===== src/rtl/cp0_int_ctrl_pkg.sv =====
// Shared constants for the CP0 interrupt controller: register numbers,
// SR/Cause bit positions, handler vector and FSM state encoding.
`timescale 1ns/1ps
package cp0_int_ctrl_pkg;

    localparam int unsigned XLEN       = 32;
    localparam int unsigned CP0_ADDR_W = 5;
    localparam int unsigned HWINT_W    = 6;

    // CP0 register numbers (rd field of mfc0/mtc0)
    localparam logic [CP0_ADDR_W-1:0] CP0_SR    = 5'd12;
    localparam logic [CP0_ADDR_W-1:0] CP0_CAUSE = 5'd13;
    localparam logic [CP0_ADDR_W-1:0] CP0_EPC   = 5'd14;
    localparam logic [CP0_ADDR_W-1:0] CP0_PRID  = 5'd15;

    // SR / Cause field positions
    localparam int unsigned IM_HI   = 15;
    localparam int unsigned IM_LO   = 10;
    localparam int unsigned EXL_BIT = 1;
    localparam int unsigned IE_BIT  = 0;

    // Exception handler entry point loaded by the next-PC unit on intreq
    localparam logic [XLEN-1:0] HANDLER_VEC = 32'h0000_4180;

    typedef enum logic [1:0] {
        ST_RUN     = 2'd0,
        ST_HANDLER = 2'd1,
        ST_GUARD   = 2'd2
    } cp0_state_e;

endpackage


===== src/rtl/cp0_int_ctrl_int_sync.sv =====
// Multi-flop synchroniser for the asynchronous hardware interrupt lines.
// Ports: clk, rst (async active-high), din (raw lines), dout (synchronised).
`timescale 1ns/1ps
module int_sync #(
    parameter int unsigned SYNC_STAGES = 2,
    parameter int unsigned WIDTH       = 6
) (
    input  logic             clk,
    input  logic             rst,
    input  logic [WIDTH-1:0] din,
    output logic [WIDTH-1:0] dout
);

    logic [WIDTH-1:0] stage_q [SYNC_STAGES];

    // Shift chain; stage 0 is the metastability-catching flop
    always_ff @(posedge clk or posedge rst) begin
        if (rst) begin
            for (int i = 0; i < int'(SYNC_STAGES); i++) begin
                stage_q[i] <= '0;
            end
        end else begin
            stage_q[0] <= din;
            for (int i = 1; i < int'(SYNC_STAGES); i++) begin
                stage_q[i] <= stage_q[i-1];
            end
        end
    end

    assign dout = stage_q[SYNC_STAGES-1];

endmodule


===== src/rtl/cp0_int_ctrl.sv =====
// CP0 interrupt controller: holds SR/Cause/EPC/PRId, synchronises hwint and
// asserts intreq at instruction boundaries to redirect to the handler.
// Ports:
//   clk, rst      clock / async active-high reset
//   pc_en         instruction boundary (PC loads at this edge)
//   pc_next       sequential next PC, captured into EPC on a take
//   hwint         raw level-sensitive interrupt lines
//   cp0_we/addr/din  mtc0 write port
//   eret          ERET executing this cycle
//   intreq        redirect request (Mealy, combinational)
//   epc, exl      EPC register and SR.EXL
//   cp0_dout      mfc0 read data, combinational from cp0_addr
`timescale 1ns/1ps
module cp0_int_ctrl
    import cp0_int_ctrl_pkg::*;
#(
    parameter logic [31:0] PRID        = 32'h0000_2295,
    parameter int unsigned SYNC_STAGES = 2
) (
    input  logic                  clk,
    input  logic                  rst,
    input  logic                  pc_en,
    input  logic [XLEN-1:0]       pc_next,
    input  logic [HWINT_W-1:0]    hwint,
    input  logic                  cp0_we,
    input  logic [CP0_ADDR_W-1:0] cp0_addr,
    input  logic [XLEN-1:0]       cp0_din,
    input  logic                  eret,
    output logic                  intreq,
    output logic [XLEN-1:0]       epc,
    output logic                  exl,
    output logic [XLEN-1:0]       cp0_dout
);

    cp0_state_e           state_q;
    cp0_state_e           state_d;
    logic [HWINT_W-1:0]   ip;
    logic [HWINT_W-1:0]   sr_im_q;
    logic                 sr_ie_q;
    logic                 exl_q;
    logic [XLEN-1:0]      epc_q;
    logic                 pending;
    logic                 sr_wr;
    logic                 epc_wr;
    logic                 eret_take;

    int_sync #(
        .SYNC_STAGES (SYNC_STAGES),
        .WIDTH       (HWINT_W)
    ) u_int_sync (
        .clk  (clk),
        .rst  (rst),
        .din  (hwint),
        .dout (ip)
    );

    // Uses the registered (pre-write) SR so an mtc0 in the same cycle cannot
    // enable or mask the take it coincides with
    assign pending   = (|(ip & sr_im_q)) & sr_ie_q & ~exl_q;
    assign sr_wr     = cp0_we && (cp0_addr == CP0_SR);
    assign epc_wr    = cp0_we && (cp0_addr == CP0_EPC);
    assign eret_take = (state_q == ST_HANDLER) && eret && pc_en;

    // State register
    always_ff @(posedge clk or posedge rst) begin
        if (rst) begin
            state_q <= ST_RUN;
        end else begin
            state_q <= state_d;
        end
    end

    // Next-state logic
    always_comb begin
        state_d = state_q;
        case (state_q)
            ST_RUN:     if (intreq)    state_d = ST_HANDLER;
            ST_HANDLER: if (eret_take) state_d = ST_GUARD;
            ST_GUARD:   if (pc_en)     state_d = ST_RUN;
            default:                   state_d = ST_RUN;
        endcase
    end

    // Output logic: requests only in RUN and only on a boundary; GUARD lets
    // one post-ERET instruction retire before another take is possible
    always_comb begin
        intreq = 1'b0;
        if (state_q == ST_RUN) begin
            intreq = pending & pc_en;
        end
    end

    // SR: IM/IE software-writable; EXL set on take, cleared on ERET only
    always_ff @(posedge clk or posedge rst) begin
        if (rst) begin
            sr_im_q <= '0;
            sr_ie_q <= 1'b0;
            exl_q   <= 1'b0;
        end else begin
            if (sr_wr) begin
                sr_im_q <= cp0_din[IM_HI:IM_LO];
                sr_ie_q <= cp0_din[IE_BIT];
            end
            if (intreq) begin
                exl_q <= 1'b1;
            end else if (eret_take) begin
                exl_q <= 1'b0;
            end
        end
    end

    // EPC: a take overrides a coincident mtc0
    always_ff @(posedge clk or posedge rst) begin
        if (rst) begin
            epc_q <= '0;
        end else if (intreq) begin
            epc_q <= pc_next;
        end else if (epc_wr) begin
            epc_q <= cp0_din;
        end
    end

    // mfc0 read mux
    always_comb begin
        cp0_dout = '0;
        case (cp0_addr)
            CP0_SR: begin
                cp0_dout[IM_HI:IM_LO] = sr_im_q;
                cp0_dout[EXL_BIT]     = exl_q;
                cp0_dout[IE_BIT]      = sr_ie_q;
            end
            CP0_CAUSE: cp0_dout[IM_HI:IM_LO] = ip;
            CP0_EPC:   cp0_dout = epc_q;
            CP0_PRID:  cp0_dout = PRID;
            default:   cp0_dout = '0;
        endcase
    end

    assign epc = epc_q;
    assign exl = exl_q;

endmodule


===== config.mk =====
export PLATFORM = sky130hd
export DESIGN_NAME = cp0_int_ctrl
export DESIGN_NICKNAME = d
export VERILOG_FILES = /design/src/rtl/cp0_int_ctrl_pkg.sv /design/src/rtl/cp0_int_ctrl_int_sync.sv /design/src/rtl/cp0_int_ctrl.sv
export SDC_FILE = /design/constraint.sdc
export NUM_CORES = 1
export LEC_CHECK = 0
export CORE_MARGIN = 1.5
export CORE_UTILIZATION = 38
export CTS_BUF_LIST = sky130_fd_sc_hd__clkbuf_8
export CTS_CLUSTER_DIAMETER = 120
export DETAILED_ROUTE_END_ITERATION = 8
export PLACE_DENSITY = 0.79
export SLEW_MARGIN = 0
export SYNTH_ARGS = -nofsm -noshare
export SYNTH_HDL_FRONTEND = slang
export SYNTH_SLANG_ARGS = --single-unit

===== constraint.sdc =====
create_clock -name clk -period 1.6 [get_ports clk]
set_input_delay 0.16 -clock clk [delete_from_list [all_inputs] [get_ports clk]]
set_output_delay 0.16 -clock clk [all_outputs]
set_load 0.02 [all_outputs]

# Word level (Yosys, flattened, before mapping)
# Cells that the tools add are included.
[word_totals] word_cells=43 register_bits=54 inputBits=80
[op_classes] bitwise=5 eq_ne=9 n_reduce_logical=9 n_mux=13
[ops] operator="32-bit 2-to-1 mux" n=2
[ops] operator="6-bit one-hot mux with 4 select lines" n=1
[ops] operator="5-bit by 4-bit equality test with 1-bit output (second input constant)" n=4
[ops] operator="16-bit 2-to-1 mux" n=1
[ops] operator="8-bit one-hot mux with 2 select lines" n=1
[ops] operator="2-bit one-hot mux with 3 select lines" n=2
[ops] operator="6-bit AND" n=1
[ops] operator="2-bit 2-to-1 mux" n=3
[ops] operator="2-bit != test (second input constant)" n=3
[ops] operator="6-bit OR reduction" n=1
[ops] operator="1-bit logical AND" n=4
[ops] operator="2-bit nonzero test" n=2
[ops] operator="1-bit AND" n=3
[ops] operator="1-bit 2-to-1 mux" n=3
[ops] operator="3-bit AND reduction" n=1
[ops] operator="2-bit by 1-bit equality test with 1-bit output (second input constant)" n=1
[ops] operator="2-bit equality test (second input constant)" n=1
[ops] operator="2-bit logical NOT" n=1
[ops] operator="1-bit inverter" n=1

# Longest topological paths before layout
# Gate-level depths: netlist of the first run.
[logic_depth] ltp_word=8 mapped_depth=7 depth_no_buf=4

# By module
# From an unflattened synthesis of the first run, not the netlist that was laid out.
[hier_totals] hier_cells=223 hier_area_um2=2877.8
[modules_own_cells] mod="cp0_int_ctrl" area_each_um2=2528.7 cells_per_inst=204 instances=1 seq_area_each_um2=1051.0
[modules_own_cells] mod="int_sync" area_each_um2=349.1 cells_per_inst=19 instances=1 seq_area_each_um2=300.3

# Worst setup path after synthesis of the first run
# Ideal clock, no wire load.
[synth_path] kind="input-to-reg" from="in cp0_addr[4]" to="reg epc_q[27] (netlist: epc[27])" arrival_time_ps=1498 setup_ps=125 path_stages=7 setup_slack_ps=-23 cell_sequence="and4b_1 > buf_6 > and3_4 > buf_6 > buf_12 > mux2_4 > mux2_4"
[synth_via] elab_chain_len=3
[synth_lines] item="start, declared" line_no="cp0_int_ctrl.sv:26" text="input logic [CP0_ADDR_W-1:0] cp0_addr,"
[synth_lines] item="5-bit by 4-bit equality test with 1-bit output" line_no="cp0_int_ctrl.sv:61" text="assign epc_wr = cp0_we && (cp0_addr == CP0_EPC);"
[synth_lines] item="1-bit logical AND" line_no="cp0_int_ctrl.sv:61"
[synth_lines] item="2-bit nonzero test (no source line)"
[synth_lines] item="end signal, assigned" line_no="cp0_int_ctrl.sv:117" text="epc_q <= pc_next;"
[synth_lines] item="end signal, assigned" line_no="cp0_int_ctrl.sv:119" text="epc_q <= cp0_din;"
[synth_lines] item="end, declared" line_no="cp0_int_ctrl.sv:41" text="logic [XLEN-1:0] epc_q;"
# Every way passes these cells.
# A chain may end at the register's enable or synchronous reset.

# Worst setup path in the final report of the first run
[layout_path] from="in cp0_addr[4]" to="reg epc_q[25] (netlist: epc[25])"
# The elaborated chain is that of the path after synthesis.

==> impl_metrics.csv, run 1 <==
group,metric,value,unit
grt,grt_pass1_wl,13550,um
route,vias,2417,
synthesis,yosys_warnings,0,
finish,fin_nets,467,
grt,track_usage,20.73,%
worst_setup_path,reg2reg_depth,5,
grt,grt_pass1_vias,2639,
route,post_drt_wl_per_cell,17.26,um
route,drt_iter0_drc,44,
finish,area.sequential,1351,sq um
worst_setup_path,crit_chain,"clkdlybuf4s15_1 > and4b_4 > and3_4 > buf_12 > buf_12 > mux2_4 > mux2_4",
worst_setup_path,slowest_stage,"and4b_4",
sta,hold_viol_final,0,
synthesis,yosys-top-cells-area,"dfrtp_1 46%, mux2_4 31%, and3_1 4.1%, mux2_1 3.5%, buf_12 2.0%",
worst_setup_path,cp.required,1.79,ns
clock_tree,cts_num_sinks,54,
worst_setup_path,startpoint_type,"primary input",
sta,period_share,98.42,%
sta,max_freq,635.0,MHz
floorplanning,die_w,90.85,um
finish,area_delta_synth_final,65.40,%
sta,fin_crit,1.575,ns
hold_path,holdCritPathClass,"in2async",
route,drt_first_pass_iters,4,
grt,gr-total-overflow,0,
finish,fin_area,4851,sq um
sta,maxSlewViolCount,0,
worst_setup_path,cp-end-kind,"register",
sta,worstMarginPinSlew,0.3864,ns
finish,drive_gt1_share,37.63,%
power_and_ir_drop,ir_drop,0.7767,mV
clock_tree,cts_max_path_buffers,2,
clock_tree,clk_pin_slew,0.11,ns
synthesis,synth_fp_nets,296,
run_status,status,"finished clean",
sta,max_slew_margin,74.20,%
finish,antenna_cells,0,
grt,antenna_found_initial,0,
synthesis,synth_top_area_cell,"dfrtp_1",
route,drc,0,
synthesis,avgSynthCellArea,13.58,sq um
floorplanning,dieArea,8254,sq um
floorplanning,initial_core_util,39.80,%
placed_design,portBuffers,145,
finish,fillers,600,
worst_setup_path,critPathMaxFanout,6,
clock_tree,cts_tree,"yes",
worst_setup_path,slowest_delay,0.36,ns
synthesis,synth_top_area_share,46.08,%
floorplanning,ios,146,
worst_setup_path,crit_type,"in2reg",
route,drt_wl_total,8406,um
sta,setup_viol_count_final,0,
power_and_ir_drop,power.density,1308,nW/um^2
synthesis,synth_area,2933,sq um
finish,fin_cells,487,
synthesis,syn_inst,216,
run,drv_cap,0,
placed_design,post_dp_cell_area,4652,sq um
grt,grt_max_degree,40,
floorplanning,die_y,90.85,um
clock_tree,cts-root-buf,"clkbuf_8",
floorplanning,coreArea,7370,sq um
sta,rsz0062_at_grt,"yes",
sta,holdWs,0.1477,ns
worst_setup_path,arrival,1.76,ns
placed_design,gp_congestion,0.8242,
synthesis,synth_cell_type_count,26,
route,via_per_inst,4.963,
sta,clock-skew-final,0.01381,ns
floorplanning,rows,31,
clock_tree,numCtsBuffers,5,
clock_tree,holdBufCountCts,0,
synthesis,ys_seq_area_share,46.08,%
power_and_ir_drop,p_leak,2.380,nW
placed_design,placedCellCount,472,
power_and_ir_drop,total_power,0.006346,W
clock_tree,clkLatencyLatePin,0.31,ns
placed_design,hpwl,5998,um
synthesis,ys_ff_latch,54,
finish,multi_input_area,1520,sq um
clock_tree,h-tree-depth,2,
route,drtAntennaViolNets,0,
-- cell usage in the layout (no fill, tap or decap), types with 9 or more instances in the layout --
| master | instances |
|---|---|
| buf_4 | 20 |
| buf_2 | 19 |
| dfrtp_1 | 54 |
| clkdlybuf4s50_1 | 106 |
| nor2_1 | 9 |
| buf_12 | 9 |
| and3_1 | 19 |
| mux2_4 | 61 |
| nand2_1 | 15 |
| dlygate4sd2_1 | 10 |
| mux2_1 | 9 |
-- per-layer routing --
metal / wire length, um / track usage (%) / vias up
met4: 42 / 4.297 / 0
met1: 3553 / 25.45 / 1194
met5: 0 / 0 / -
met3: 540 / 4.882 / 4
li1: - / - / 1125
met2: 4270 / 36.90 / 94
-- flip-flops by register name (all words and copies together), names as in the netlist --
name	count
u_int_sync.dout	6
u_int_sync.stage_q	6
sr_im_q	6
exl	1
state_q	2
epc	32
sr_ie_q	1
-- worst paths after layout --
| path | slack, ns | start | endpoint |
|---|---|---|---|
| max | 0.03 | cp0_addr[4] | epc[25] |
| min | 0.15 | rst | epc[26] |
| max reg2reg | 0.04 | sr_im_q[1] | epc[30] |
| min reg2reg | 0.36 | u_int_sync.stage_q[6] | u_int_sync.dout[0] |
| max in group asynchronous | 0.91 | rst | sr_im_q[4] |
| min in group clk | 0.28 | hwint[2] | u_int_sync.stage_q[8] |
-- critical path: cells and delay by family --
kind / cells / cell delay, ns
mux: 2 / 0.55
buf+inv: 3 / 0.43
simple gates: 2 / 0.62
-- per-stage QoR --
stage | utilization, % | setup TNS (ns) | setup slack [ns]
CTS | 66.74 | -0.005406 | -0.004047
floorplan | - | -0.5630 | -0.01879
global route | 65.82 | -0.1585 | -0.02043
finish | 65.82 | 0 | 0.02520
detailed placement | 63.12 | -34.65 | -0.5790
global placement | 63.12 | -33.11 | -0.5452
-- repair_timing --
action | 4_1_cts | 5_1_grt
setup buffers | 3 | 1
gates cloned | 3 | 0
pin swaps | 5 | 3
setup endpoints to repair | 68 | 56
gates resized for setup | 115 | 29
-- power by group --
part / internal (W) / total, W / switching (W) / leakage [nW]
clock: 0.000309 / 0.000759 / 0.000450 / 0.0460
sequential: 0.00185 / 0.00225 / 0.000404 / 0.655
combinational: 0.00210 / 0.00334 / 0.00123 / 1.68
-- synth_stat cells --
cell      number
mux2_4        60
dfrtp_1       54
and3_1        19
nand2_1       16
nor2_1        10
mux2_1         9
clkbuf_1       7
a21oi_1        6
a221oi_1       5
a22oi_1        4
buf_12         3
buf_2          3
and2_1         2
buf_6          2
inv_2          2
mux2_2         2
nand4b_1       2
o21ai_1        2
a22o_1         1
and3_4         1
and4b_1        1
and4bb_1       1
inv_1          1
nand3_1        1
nand3b_1       1
nor4_1         1
-- final cells by class --
class                   count  area share, %
clock buffers               5          1.419
clock inverters             3         0.4127
inverters                   3         0.2321
multi-input cells         144          31.34
flip-flops and latches     54          27.86
well taps                  99          2.554
repair buffers            179          36.19
-- kinds of logic after synthesis --
| logic type | after synthesis | share of synthesized area, % |
|---|---|---|
| mux | 71 | 34.94 |
| simple gates | 55 | 10.20 |
| flops | 54 | 46.08 |
| compound gates | 18 | 4.181 |
| buf+inv | 18 | 4.608 |
(Power assumes the default switching activity.)
==> run 2, diff against run 1 <==
- ABC_AREA: default -> 1
- GPL_ROUTABILITY_DRIVEN: default -> 0
==> run 2 against run 1 <==
Maximum frequency increased by 2.6%. Non-clock buffer count fell by 13. Clock power grew 18%. Power fell by 2.2%. Die area rose by 3.2%. Sequential cell count is the same. Clock skew increased by 0.00064 ns. Area after synthesis up 3.3%. Critical path type is now in2out. Largest cell class unchanged. Largest power group unchanged.
==> impl_metrics.csv, run 2 <==
group,metric,value,unit
sta,setup_viol_count_final,0,
sta,period_share,95.92,%
sta,maxSlewViolCount,0,
power_and_ir_drop,power.density,1315,nW/um^2
synthesis,synth_top_area_cell,"dfrtp_1",
clock_tree,clkLatencyLatePin,0.30,ns
grt,antenna_found_initial,0,
synthesis,netlist_top_cells_count,"111 x nand2_1, 84 x inv_1, 71 x nand3_1, 54 x dfrtp_1, 33 x nand4_1",
route,drc,0,
finish,largest_reg_flops,32,
clock_tree,cts_num_sinks,54,
route,drt_wl_total,9699,um
worst_setup_path,slowest_delay,0.47,ns
sta,max_slew_margin,73.89,%
synthesis,yosysMostFrequentCell,"nand2_1",
synthesis,avgSynthCellArea,7.045,sq um
route,via_per_inst,4.831,
worst_setup_path,startpoint_type,"primary input",
finish,mostFrequentLayoutCells,"107 x clkdlybuf4s50_1, 106 x nand2_1, 83 x inv_1",
sta,clock-skew-final,0.01445,ns
floorplanning,die_w,92.29,um
power_and_ir_drop,ir_drop,0.6562,mV
floorplanning,die_y,92.29,um
sta,holdWs,0.2352,ns
power_and_ir_drop,p_leak,2.588,nW
route,vias,3290,
synthesis,synth_cell_type_count,20,
route,post_drt_wl_per_cell,14.24,um
sta,max_freq,651.6,MHz
floorplanning,initial_core_util,39.20,%
synthesis,ys_seq_area_share,44.61,%
floorplanning,coreArea,7727,sq um
worst_setup_path,critPathMaxFanout,7,
run,drv_cap,0,
clock_tree,cts-root-buf,"clkbuf_8",
clock_tree,holdBufCountCts,0,
synthesis,ys_ff_latch,54,
floorplanning,dieArea,8517,sq um
finish,fin_nets,658,
floorplanning,rows,32,
synthesis,yosys_warnings,0,
floorplanning,ios,146,
worst_setup_path,slowest_stage,"clkdlybuf4s50_1",
synthesis,yosys-top-cells-area,"dfrtp_1 45%, nand2_1 14%, nand3_1 12%, inv_1 10%, nand4_1 6.8%",
finish,drive_gt1_share,14.85,%
synthesis,syn_inst,430,
sta,worstMarginPinSlew,0.3916,ns
sta,fin_crit,1.535,ns
clock_tree,clk_pin_slew,0.09,ns
synthesis,synth_top_area_share,44.61,%
placed_design,placedCellCount,669,
sta,hold_viol_final,0,
synthesis,synth_area,3029,sq um
grt,gr-total-overflow,0,
worst_setup_path,cp.required,1.44,ns
finish,area.sequential,1351,sq um
synthesis,synth_edf_count,0,
sta,rsz0062_at_grt,"yes",
placed_design,place_ws,-0.4977,ns
finish,final_util,61.08,%
grt,grt_pass1_wl,15430,um
worst_setup_path,crit_type,"in2out",
sta,final.setup.worst_slack,0.06535,ns
synthesis,synth_fp_nets,510,
synthesis,ys.flop_type,"dfrtp_1",
grt,grt_max_degree,55,
route,drt_iter0_drc,149,
finish,antenna_cells,0,
clock_tree,numCtsBuffers,5,
run_status,status,"finished clean",
finish,layout_commonest_cell,"clkdlybuf4s50_1",
clock_tree,h-tree-depth,2,
finish,fillers,705,
hold_path,holdCritPathClass,"in2async",
finish,area_delta_synth_final,55.80,%
power_and_ir_drop,total_power,0.006204,W
finish,multi_input_area,1247,sq um
worst_setup_path,crit_chain,"clkdlybuf4s50_1 > nor2_4 > nand2_4 > inv_8 > nand2_1 > o211ai_1 > buf_2",
clock_tree,cts_max_path_buffers,2,
route,drtAntennaViolNets,0,
route,drt_first_pass_iters,5,
worst_setup_path,cp-end-kind,"output pin",
finish,fin_cells,681,
placed_design,hpwl,6750,um
clock_tree,cts_tree,"yes",
placed_design,portBuffers,145,
synthesis,synthArstFlopShare,100.0,%
grt,grt_pass1_vias,3164,
worst_setup_path,arrival,1.37,ns
grt,track_usage,22.92,%
## run 2: cell types whose count changed in the layout (fill, tap and decap cells not counted), sizes merged, moves of 20 or more
cell | previous run | this run
mux2 | 71 | 0
nor2 | 10 | 34
nand2 | 16 | 113
nand3 | 1 | 72
and3 | 20 | 0
inv | 5 | 89
nand4 | 0 | 33
## run 2: worst paths after layout
| check | startpoint | to | slack (ns) | cells after the start |
|---|---|---|---|---|
| min | rst | epc[14] | 0.24 | 3 |
| max | cp0_addr[4] | cp0_dout[0] | 0.07 | 7 |
| max reg2reg | sr_im_q[2] | epc[19] | 0.12 | 9 |
| min reg2reg | u_int_sync.stage_q[6] | u_int_sync.dout[0] | 0.36 | 0 |
| min in group clk | hwint[3] | u_int_sync.stage_q[9] | 0.30 | 1 |
| max in group asynchronous | rst | epc[8] | 1.12 | 3 |
## run 2: per-stage QoR
| stage | cell area [sq um] | setup TNS (ns) |
|---|---|---|
| final | 4720 | 0 |
| after CTS | 4676 | -0.03032 |
| after detailed placement | 4681 | -21.04 |
| after global placement | 4681 | -18.93 |
| after global routing | 4720 | -0.01355 |
| after floorplan | 3029 | 0 |
## run 2: metal layers
metal | track usage (%) | up-vias | share of wire (%)
met5 | 0 | - | 0
met4 | 7.179 | 0 | 1.8
met3 | 3.566 | 16 | 5.7
met2 | 37.47 | 118 | 50
met1 | 31.17 | 1528 | 42
li1 | - | 1628 | -
## run 2: final cells by class
type | count | share of cell area [%]
Timing Repair Buffer | 166 | 32.50
Sequential cell | 54 | 28.63
Multi-Input combinational cell | 262 | 26.43
Inverter | 88 | 7.158
Tap cell | 102 | 2.704
Clock buffer | 5 | 1.458
Clock inverter | 3 | 0.8749
Timing Repair inverter | 1 | 0.2386
## run 2: power breakdown
part	leakage, nW	switching, W	internal [W]
combinational	1.88	0.00168	0.00136
clock	0.0556	0.000433	0.000461
sequential	0.654	0.000421	0.00184
total	2.59	0.00253	0.00367
## run 2: worst max-delay path, delay by kind of cell
| kind | cells | cell delay [ns] |
|---|---|---|
| buf+inv | 3 | 0.77 |
| simple gates | 3 | 0.34 |
| compound gates | 1 | 0.10 |
## run 2: timing repair
| item | CTS | global route |
|---|---|---|
| cloned | 1 | 0 |
| setup endpoints to repair | 53 | 66 |
| buffers inserted | 2 | 1 |
| pin swaps | 0 | 7 |
| gates resized for setup | 138 | 19 |
| endpoints found under the hold margin | 0 | 0 |
## run 2: cell families after synthesis
| group | after synthesis | share of synthesized area [%] |
|---|---|---|
| flops | 54 | 44.61 |
| compound gates | 9 | 1.735 |
| simple gates | 253 | 38.37 |
| buf+inv | 114 | 15.28 |
